<file path="src/rtl/request_unit_mc_pkg.sv">
// Shared types for the multi-channel request unit.
// States, channel limit and index-width helper.
package request_unit_mc_pkg;

  typedef enum logic [1:0] {
    IDLE,
    DATA,
    HALTED
  } rumc_state_t;

  localparam int NCH_MAX = 8;

  function automatic int idxW(input int n);
    return (n > 1) ? $clog2(n) : 1;
  endfunction

endpackage

</file>
<file path="src/rtl/request_unit_mc_rr_arbiter.sv">
// Round-robin picker: first set request at or after ptr.
// Purely combinational; the pointer lives in the parent.
module rr_arbiter
  import request_unit_mc_pkg::*;
#(
  parameter int N  = 2,
  parameter int PW = idxW(N)
) (
  input  logic [N-1:0]  req,
  input  logic [PW-1:0] ptr,
  output logic [N-1:0]  gnt
);

  logic found;

  // scan ptr..N-1 first, then wrap to 0..ptr-1
  always_comb begin
    gnt   = '0;
    found = 1'b0;
    for (int i = 0; i < N; i++) begin
      if (!found && req[i] && (PW'(i) >= ptr)) begin
        gnt[i] = 1'b1;
        found  = 1'b1;
      end
    end
    for (int i = 0; i < N; i++) begin
      if (!found && req[i] && (PW'(i) < ptr)) begin
        gnt[i] = 1'b1;
        found  = 1'b1;
      end
    end
  end

endmodule

</file>
<file path="src/rtl/request_unit_mc.sv">
// Multi-channel request unit: round-robin dmem arbitration,
// fetch gating, halt drain and a memory watchdog.
module request_unit_mc
  import request_unit_mc_pkg::*;
#(
  parameter int NCH         = 2,
  parameter int TIMEOUT_CYC = 255
) (
  input  logic           CLK,
  input  logic           nRST,
  input  logic           iREN,
  input  logic [NCH-1:0] dREN,
  input  logic [NCH-1:0] dWEN,
  input  logic           ihit,
  input  logic           dhit,
  input  logic           halt,
  output logic           imemREN,
  output logic           dmemREN,
  output logic           dmemWEN,
  output logic [NCH-1:0] dgrant,
  output logic [NCH-1:0] dack,
  output logic           pc_wait,
  output logic           halt_out,
  output logic           timeout
);

  localparam int PW = idxW(NCH);
  localparam int WW =
    (TIMEOUT_CYC > 0) ? $clog2(TIMEOUT_CYC + 1) : 1;
  localparam logic [WW-1:0] WD_MAX = WW'(TIMEOUT_CYC);
  localparam logic [PW-1:0] LAST   = PW'(NCH - 1);

  rumc_state_t    state;
  logic [PW-1:0]  rrPtr;
  logic [PW-1:0]  gIdx;
  logic [NCH-1:0] grantQ;
  logic           haltPend;
  logic [WW-1:0]  wdCnt;
  logic           timeoutQ;

  logic [NCH-1:0] req;
  logic [NCH-1:0] arbGnt;
  logic [PW-1:0]  arbIdx;
  logic           anyReq;
  logic           wSel;
  logic           rSel;

  assign req    = dREN | dWEN;
  assign anyReq = |req;
  assign wSel   = |(dWEN & grantQ);
  assign rSel   = |(dREN & grantQ);

  rr_arbiter #(
    .N  (NCH),
    .PW (PW)
  ) uArb (
    .req (req),
    .ptr (rrPtr),
    .gnt (arbGnt)
  );

  // one-hot grant to channel index
  always_comb begin
    arbIdx = '0;
    for (int i = 0; i < NCH; i++) begin
      if (arbGnt[i]) arbIdx = PW'(i);
    end
  end

  // control FSM, rr pointer, halt latch and watchdog
  always_ff @(posedge CLK or negedge nRST) begin
    if (!nRST) begin
      state    <= IDLE;
      rrPtr    <= '0;
      gIdx     <= '0;
      grantQ   <= '0;
      haltPend <= 1'b0;
      wdCnt    <= '0;
      timeoutQ <= 1'b0;
    end else begin
      if (halt) haltPend <= 1'b1;
      case (state)
        IDLE: begin
          if (anyReq) begin
            grantQ <= arbGnt;
            gIdx   <= arbIdx;
            wdCnt  <= '0;
            state  <= DATA;
          end else if (haltPend) begin
            state <= HALTED;
          end
        end
        DATA: begin
          if (TIMEOUT_CYC > 0 && wdCnt == WD_MAX)
            timeoutQ <= 1'b1;
          if (dhit) begin
            rrPtr  <= (gIdx == LAST) ? '0 : gIdx + 1'b1;
            grantQ <= '0;
            state  <= IDLE;
          end else if (wdCnt != WD_MAX) begin
            wdCnt <= wdCnt + 1'b1;
          end
        end
        HALTED: state <= HALTED;
        default: state <= IDLE;
      endcase
    end
  end

  // state decode to memory-side and datapath outputs
  always_comb begin
    imemREN  = 1'b0;
    dmemREN  = 1'b0;
    dmemWEN  = 1'b0;
    dgrant   = '0;
    dack     = '0;
    halt_out = 1'b0;
    if (nRST) begin
      case (state)
        IDLE: imemREN = iREN & ~haltPend;
        DATA: begin
          dgrant  = grantQ;
          dmemWEN = wSel;
          dmemREN = rSel & ~wSel;
          if (dhit) dack = grantQ;
        end
        HALTED: halt_out = 1'b1;
        default: ;
      endcase
    end
  end

  assign pc_wait = nRST & ((state == DATA)
                         | (state == HALTED)
                         | (imemREN & ~ihit));
  assign timeout = timeoutQ;

endmodule

</file>
<file path="config.mk">
export PLATFORM = sky130hd
export DESIGN_NAME = request_unit_mc
export DESIGN_NICKNAME = d
export VERILOG_FILES = /design/src/rtl/request_unit_mc_pkg.sv /design/src/rtl/request_unit_mc_rr_arbiter.sv /design/src/rtl/request_unit_mc.sv
export SDC_FILE = /design/constraint.sdc
export NUM_CORES = 1
export LEC_CHECK = 0
export ABC_CLOCK_PERIOD_IN_PS = 1900
export CAP_MARGIN = 20
export CORE_MARGIN = 8
export CORE_UTILIZATION = 49
export DETAILED_ROUTE_END_ITERATION = 10
export HOLD_SLACK_MARGIN = 0.12
export MAX_ROUTING_LAYER = met4
export PLACE_DENSITY = 0.77
export SKIP_LAST_GASP = 1
export SLEW_MARGIN = 40
export SYNTH_ARGS = -nofsm -noshare
export SYNTH_HDL_FRONTEND = slang
export SYNTH_SLANG_ARGS = --single-unit
</file>
<file path="constraint.sdc">
create_clock -name CLK -period 1.9 [get_ports CLK]
set_input_delay 0.38 -clock CLK [delete_from_list [all_inputs] [get_ports CLK]]
set_output_delay 0.38 -clock CLK [all_outputs]
set_load 0.1 [all_outputs]
</file>
-- Yosys cells after proc, flatten, opt, wreduce, memory -nomap -nowiden
Cells that the tools add are included.
W data, S select, Z words.
- register bits: 16
- input port bits: 10
- output and inout port bits: 10
- $add $sub $neg: 2
- order comparisons: 4
- eq/ne operators: 9
- muxes and demuxes: 31
- bitwise gates (word level): 12
- reductions and logical operators: 21
- operator list (operator ; count):
    $mux W8 ; 3
    $mux W2 ; 9
    $mux W1 ; 16
    $pmux W8 S2 ; 1
    $add A8 B1 Y8 const B ; 1
    $eq A8 B8 Y1 const B ; 1
    $ne A2 B2 Y1 const B ; 4
    $ne A8 B8 Y1 const B ; 1
    $reduce_and A2 Y1 ; 4
    $logic_and A1 B1 Y1 ; 7
    $pmux W2 S3 ; 1
    $reduce_or A2 Y1 ; 3
    $and A1 B1 Y1 ; 4
    $and A2 B2 Y2 ; 2
    $pmux W2 S2 ; 1
    $reduce_and A4 Y1 ; 1
    $logic_not A1 Y1 ; 3
    $ne A3 B3 Y1 const B ; 1
    $not A1 Y1 ; 3
    $reduce_and A3 Y1 ; 1
    $eq A2 B1 Y1 const B ; 1
    $eq A2 B2 Y1 const B ; 1
    $ge A1 B1 Y1 const A ; 2
    $logic_not A2 Y1 ; 1
    5 further kinds ; 7

-- Depth between registers and ports, before layout
Gate-level depths: netlist of the first run.
- word-level depth: 17
- gate-level depth with buffers: 7
- mapped depth without buffers: 6

-- Cells and area by module
From an unflattened synthesis of the first run, not the netlist that was laid out.
- cells, all modules: 114
- area total of the unflattened synthesis: 1018.5 µm²
- modules (own cells, without submodules) (module ; times used ; cells each ; area an instance (µm²)):
    request_unit_mc ; 1 ; 111 ; 999.7
    rr_arbiter ; 1 ; 3 ; 18.8

-- Least setup slack after synthesis of the first run
No wires, ideal clock.
- path kind: reg2out
- start point: register state[1]
- end point: output port dmemREN
- arrival time: 3260 ps
- data required time: 1520 ps
- path slack: -1740 ps
- stages on the path, launching flop included: 7
- buffers on the path: 2
- cell sequence: dfrtp_1 > inv_1 > ha_1 > buf_4 > clkbuf_1 > nand2_1 > nor3b_1
- cells in the longest elaborated chain, start to end: 3
- RTL lines (item ; RTL line ; source):
    start, declared ; request_unit_mc.sv:33 ; rumc_state_t state;
    start signal, assigned ; request_unit_mc.sv:73 ; state <= IDLE;
    start signal, assigned ; request_unit_mc.sv:88 ; state <= DATA;
    start signal, assigned ; request_unit_mc.sv:90 ; state <= HALTED;
    $eq A2 B1 Y1 ; request_unit_mc.sv:119 ; case (state)
    $mux W1 ; request_unit_mc.sv:119 ;
    $mux W1 ; request_unit_mc.sv:118 ; if (nRST) begin
    end, declared ; request_unit_mc.sv:18 ; output logic dmemREN,
No other way between the ends.

-- Worst setup path after layout of the first run
- start point: register state[1]
- end point: output port pc_wait
- cells in the longest elaborated chain, start to end: 6
- elaborated cells on any way between the ends: 9
- those cells by class: eq/ne (2); mux (2); bitwise (4); reduce/logical (1)
- RTL lines (item ; RTL line ; source):
    $logic_not A2 Y1 ; request_unit_mc.sv:119 ;
    $mux W1 ; request_unit_mc.sv:119 ;
    $mux W1 ; request_unit_mc.sv:118 ;
    $and A1 B1 Y1 ; request_unit_mc.sv:135 ; | (imemREN & ~ihit));
    $or A1 B1 Y1 (*) ; request_unit_mc.sv:135 ;
    $and A1 B1 Y1 (*) ; request_unit_mc.sv:133 ; assign pc_wait = nRST & ((state == DATA)
    end, declared ; request_unit_mc.sv:22 ; output logic pc_wait,
Mark *: on every way between the ends. The rest lies on a longest branch, timed or not.

==> impl_metrics.yaml, run 1 <==
critical_path:
  path_cells: "inv_2 > ha_4 > and4b_4 > a21oi_4 > nor2b_4 > buf_12"
  r2r_end: "wdCnt[4]"
  arrival_ns: 1.56
  reg2regPathDepth: 7
  crit_required_ns: 1.52
  cp-end-kind: "output port"
  critical_path.max_stage_delay_ns: 0.41
  cpLargestDelayFamily: "flip-flops"
  reg2reg_from: "state[0]"
  worstPathMaxFanout: 3
  cp_slowest_cell: "dfrtp_1"
  rrSetupSlack_ns: 0.08
  start_kind: "register"
  path_buf_inv: 2
  critPathKind: "register to output port"
clock_tree:
  h-tree-depth: 1
  holdBufCountCts: 0
  clk_pin_slew_ns: 0.09
  clockBufferDepth: 2
  clock-root-buffer: "clkbuf_4"
  clock-sinks: 16
  cts_tree: "yes"
  clock_latency_ns: 0.28
  cts_buffers: 3
synth:
  ys_ff_latch: 16
  syn_nets: 116
  yosysSeqAreaShare_pct: 42.0
  synth_cell_types: 36
  synth.top_cell.area_share_pct: 42.0
  synth_warnings: 0
  netlist_top_cells_area: "dfrtp_1 (42%), ha_1 (5.2%), a21oi_1 (4.2%)"
  synth_area_um2: 953
  syn_area_per_cell_um2: 9.35
  yosysTopAreaCell: "dfrtp_1"
  synth_edf_count: 0
  synth_cells: 102
  synthArstFlopShare_pct: 100
  synthFlopType: "dfrtp_1"
routing:
  post_drt_wl_per_cell_um: 15.6
  drc: 0
  ant_nets: 0
  num_vias: 936
  wirelength_um: 2540
  drtIter0Drc: 19
  via_per_inst: 5.74
  firstDrtPassIters: 4
floorplan:
  num_io_pins: 20
  dieArea_um2: 3610
  core_um2: 1900
  initial_utilization_pct: 50.1
  dieWidth_um: 60.1
  rows: 16
  die_h_um: 60.1
global_routing:
  grtUsageTotal_pct: 14.9
  grt_pass1_vias: 927
  grt_max_degree: 14
  grt.overflow.total: 0
  antenna_found_initial: 0
  grt_pass1_wl_um: 4100
timing:
  fin_crit_ns: 1.94
  clock.fmax_mhz: 515
  timing.final.max_slew_violations: 0
  holdWs_ns: 0.179
  setup_viol: 1
  tightest_slew_ns: 0.351
  slew_headroom_pct: 76.3
  final-hold-violation-count: 0
  finalWorstSetupSlack_ns: -0.0427
  grt_setup_unrepaired: "yes"
  finClkSkew_ns: 0.00336
  finalCritPeriodShare_pct: 102
power_and_ir_drop:
  p_leak_nw: 0.691
  ir_worst_vdd_uv: 692
  p_per_area_nw_per_um2: 1240
cells_and_area:
  drive_gt1_share_pct: 34.6
  nets: 152
  fill_cells: 121
  antenna_cells: 0
  finalInstanceArea_um2: 1500
  area_growth_pct: 57.0
  final_cell_count_no_fill: 163
  post-route-util_pct: 78.7
outcome:
  outcome: "finished, violations left"
  violations: "negative setup slack"
placement:
  io_buffers: 19
  place_area_um2: 1410
  globalplace.congestion: 0.825
  place_inst: 155
  place_hpwl_um: 1900
job:
  maxCapViolCount: 0
worst_hold_path:
  hold_path_class: "input pin to asynchronous set/reset pin"
cells in the mapped netlist, types with 3 or more instances:
cell	number
a211o_1	3
a21oi_1	8
a31oi_1	3
and3_1	4
dfrtp_1	16
ha_1	4
inv_1	6
nand2_1	8
nand3_1	3
nor2_1	6
o21ai_0	6
o2bb2ai_1	4
power by group:
part / internal (mW) / switching [mW]
registers: 0.428 / 0.0867
logic: 0.510 / 0.663
clock network: 0.0735 / 0.0978
total: 1.01 / 0.847
layout make-up:
type | count | area, µm² | area share [%]
clock buffer | 3 | 22.5 | 1.51
inverter | 6 | 22.5 | 1.51
multi-input combinational | 77 | 597 | 39.9
sequential | 16 | 400 | 26.8
tap | 27 | 33.8 | 2.26
timing repair buffer | 34 | 420 | 28.1
cells by family after synthesis:
logic type | Yosys count | synth area share, %
flip-flops | 16 | 42.0
buffers and inverters | 9 | 4.07
adder cells (fa/ha/maj) | 4 | 5.25
XOR/XNOR | 1 | 0.919
multiplexers | 1 | 1.05
AO/OA/AOI/OAI | 33 | 23.1
AND/OR/NAND/NOR | 38 | 23.6
layer usage:
metal / track usage (%) / routed length (µm) / share of wire, %
met2: 25.6 / 1400 / 55
met4: 6.80 / 7 / 0.28
met1: 16.2 / 1050 / 41
met3: 2.80 / 80 / 3.2
met5: - / 0 / 0
how the worst max path moves through the flow:
stage / startpoint / end / cells past startpoint
floorplan: state[1] / dmemREN / 6
global placement: nRST / dmemREN / 5
detailed placement: dWEN[0] / dmemREN / 4
CTS: state[1] / pc_wait / 6
global route: state[1] / pc_wait / 6
finish: state[1] / pc_wait / 6
layout by cell type, fill, tap and decap left out, types with 3 or more instances in the layout:
cell type / instances
inv_1: 4
o21ai_0: 6
a211o_1: 3
dlymetal6s2s_1: 3
nand2_1: 7
a31oi_1: 3
nand3_1: 3
a21oi_1: 7
nor2_1: 5
buf_4: 14
dfrtp_1: 16
clkbuf_4: 3
buf_12: 11
clkdlybuf4s50_1: 4
o2bb2ai_1: 4
worst register-to-register path: cells and delay by family (launching register included):
kind,cells,cell delay (ns)
compound gates,3,0.75
flops,1,0.39
buf+inv,2,0.30
fa+ha+maj,1,0.18
simple gates,1,0.10
flip-flops by register name (all words and copies together) (netlist names):
name and count:
wdCnt 8, grantQ 2, state 2, gIdx 1, haltPend 1, rrPtr 1, timeout 1
metrics by stage:
step | setup slack, ns | power, mW | setup TNS, ns
after floorplan | -0.254 | 1.26 | -0.733
after global placement | -0.0275 | 1.52 | -0.0483
after detailed placement | -0.0893 | 1.56 | -0.467
after CTS | -0.0415 | 1.84 | -0.0742
after global routing | -0.0970 | 1.97 | -0.137
final | -0.0427 | 1.86 | -0.0427
repair_timing:
action | CTS | global route
endpoints found under the setup margin | 8 | 5
resized for setup | 5 | 5
buffers inserted | 5 | 0
pin swaps | 3 | 3
hold endpoints to repair | 0 | 0
No activity file was read; power rests on OpenSTA's default activity.
==> run 2: changes to the inputs <==
- ABC_CLOCK_PERIOD_IN_PS: 1900 -> 2400
- CORE_UTILIZATION: 49 -> 53
- HOLD_SLACK_MARGIN: 0.12 -> default
- PLACE_DENSITY: 0.77 -> 0.82
- clock period: 1.9 -> 2.4 ns (I/O delays scaled with it)
==> run 2 against run 1 <==
The run now ends clean. Register-to-register slack better by 0.47 ns. Worst setup slack better by 0.16 ns. Critical path depth unchanged. Critical path type unchanged. Largest cell class unchanged. Largest power group unchanged.
==> impl_metrics.yaml, run 2 (synthesized netlist as in run 1, its figures left out) <==
critical_path:
  r2r_end: "wdCnt[6]"
  critPathKind: "register to output port"
  path_cells: "inv_1 > ha_2 > and4b_4 > a21oi_1 > nor2b_4 > buf_12"
  reg2reg_from: "state[1]"
  cp_slowest_cell: "dfrtp_1"
  arrival_ns: 1.80
  cpLargestDelayFamily: "simple AND/OR/NAND/NOR gates"
  crit_required_ns: 1.92
  start_kind: "register"
  cp-end-kind: "output port"
  critical_path.max_stage_delay_ns: 0.39
  worstPathMaxFanout: 9
  reg2regPathDepth: 6
  rrSetupSlack_ns: 0.55
  path_buf_inv: 2
timing:
  tightest_slew_ns: 0.519
  slew_headroom_pct: 65.2
  setup_viol: 0
  finClkSkew_ns: 0.000913
  fin_crit_ns: 2.28
  final-hold-violation-count: 0
  holdWs_ns: 0.468
  timing.final.max_slew_violations: 0
  grt_setup_unrepaired: "no"
  finalCritPeriodShare_pct: 95.0
  clock.fmax_mhz: 438
routing:
  via_per_inst: 5.94
  highest_layer: "met4"
  route.layer.met1.wl_um: 986
  post_drt_wl_per_cell_um: 14.7
  drtIter0Drc: 32
  route.met3.wl_um: 142
  ant_nets: 0
  firstDrtPassIters: 4
  num_vias: 891
  wirelength_um: 2200
  dr_wl_met2_um: 1050
  drc: 0
placement:
  io_buffers: 19
  place_hpwl_um: 1730
  globalplace.congestion: 0.885
floorplan:
  die_h_um: 58.4
  num_io_pins: 20
  rows: 15
  dieArea_um2: 3410
  initial_utilization_pct: 55.8
  dieWidth_um: 58.4
  core_um2: 1710
cells_and_area:
  top_register: "wdCnt"
  drive_gt1_share_pct: 21.6
  nets: 140
  final_cell_mix: "dfrtp_1 (16), clkdlybuf4s50_1 (9), buf_12 (9), a21oi_1 (8), nand2_1 (8)"
  antenna_cells: 0
  final_common_cell: "dfrtp_1"
  fill_cells: 107
  top_regs: "wdCnt x8, grantQ x2, state x2"
  largest_reg_flops: 8
  area_growth_pct: 39.4
power_and_ir_drop:
  ir_worst_vdd_uv: 821
  p_leak_nw: 0.589
  p_total_mw: 1.31
  p_per_area_nw_per_um2: 984
global_routing:
  antenna_found_initial: 0
  grt.overflow.total: 0
  grt_max_degree: 14
  grt_pass1_vias: 822
  grtUsageTotal_pct: 14.4
  grt_pass1_wl_um: 3800
worst_hold_path:
  hp-start: "gIdx"
  hold_path_class: "register to register"
  hold-path-endpoint: "rrPtr"
  min_path_cells: 1
outcome:
  outcome: "complete, no violations"
clock_tree:
  clock-sinks: 16
  clockBufferDepth: 2
  clk_pin_slew_ns: 0.09
  cts_buffers: 3
  h-tree-depth: 1
  postCtsSetupBuffers: 0
  clock-root-buffer: "clkbuf_4"
  clock_latency_ns: 0.28
  cts_tree: "yes"
job:
  maxCapViolCount: 0
run 2: area by class of cell:
class	count	area [µm²]	share of cell area, %
inverter	6	22.5	1.69
multi-input combinational	77	538	40.5
clock buffer	4	36.3	2.73
sequential	16	400	30.1
tap	25	31.3	2.35
timing repair buffer	22	300	22.6
run 2: timing repair:
| action | CTS | global route |
|---|---|---|
| hold buffers | 0 | 0 |
| endpoints found under the setup margin | 0 | 2 |
| endpoints found under the hold margin | 0 | 0 |
| gates resized for setup | 0 | 2 |
run 2: metal layers:
layer | global-route usage, % | vias to the layer above
met2 | 21.9 | 32
met4 | 5.59 | 0
met5 | - | -
met3 | 3.70 | 4
met1 | 17.8 | 426
li1 | - | 429
run 2: through the flow:
stage | TNS, ns | utilization, % | setup slack [ns] | area [µm²] | std cells
2_1_floorplan | -0.385 | - | -0.385 | 972 | 102
4_1_cts | 0 | 77.5 | 0.0445 | 1320 | 150
5_1_grt | 0 | 77.8 | 0.0272 | 1330 | 150
3_3_place_gp | 0 | 75.4 | 0.235 | 1290 | 146
6_report | 0 | 77.8 | 0.119 | 1330 | 150
3_5_place_dp | 0 | 75.4 | 0.181 | 1290 | 146
run 2: power by group:
part	internal, mW	switching [mW]
clock network	0.0924	0.0824
registers	0.338	0.0583
logic	0.275	0.461
run 2: worst max-delay path by stage:
stage | startpoint | end | depth (start not counted)
2_1_floorplan | state[1] | dmemREN | 6
3_3_place_gp | dWEN[0] | dmemREN | 4
3_5_place_dp | nRST | pc_wait | 5
4_1_cts | state[0] | pc_wait | 6
5_1_grt | state[0] | pc_wait | 6
6_report | state[0] | pc_wait | 6
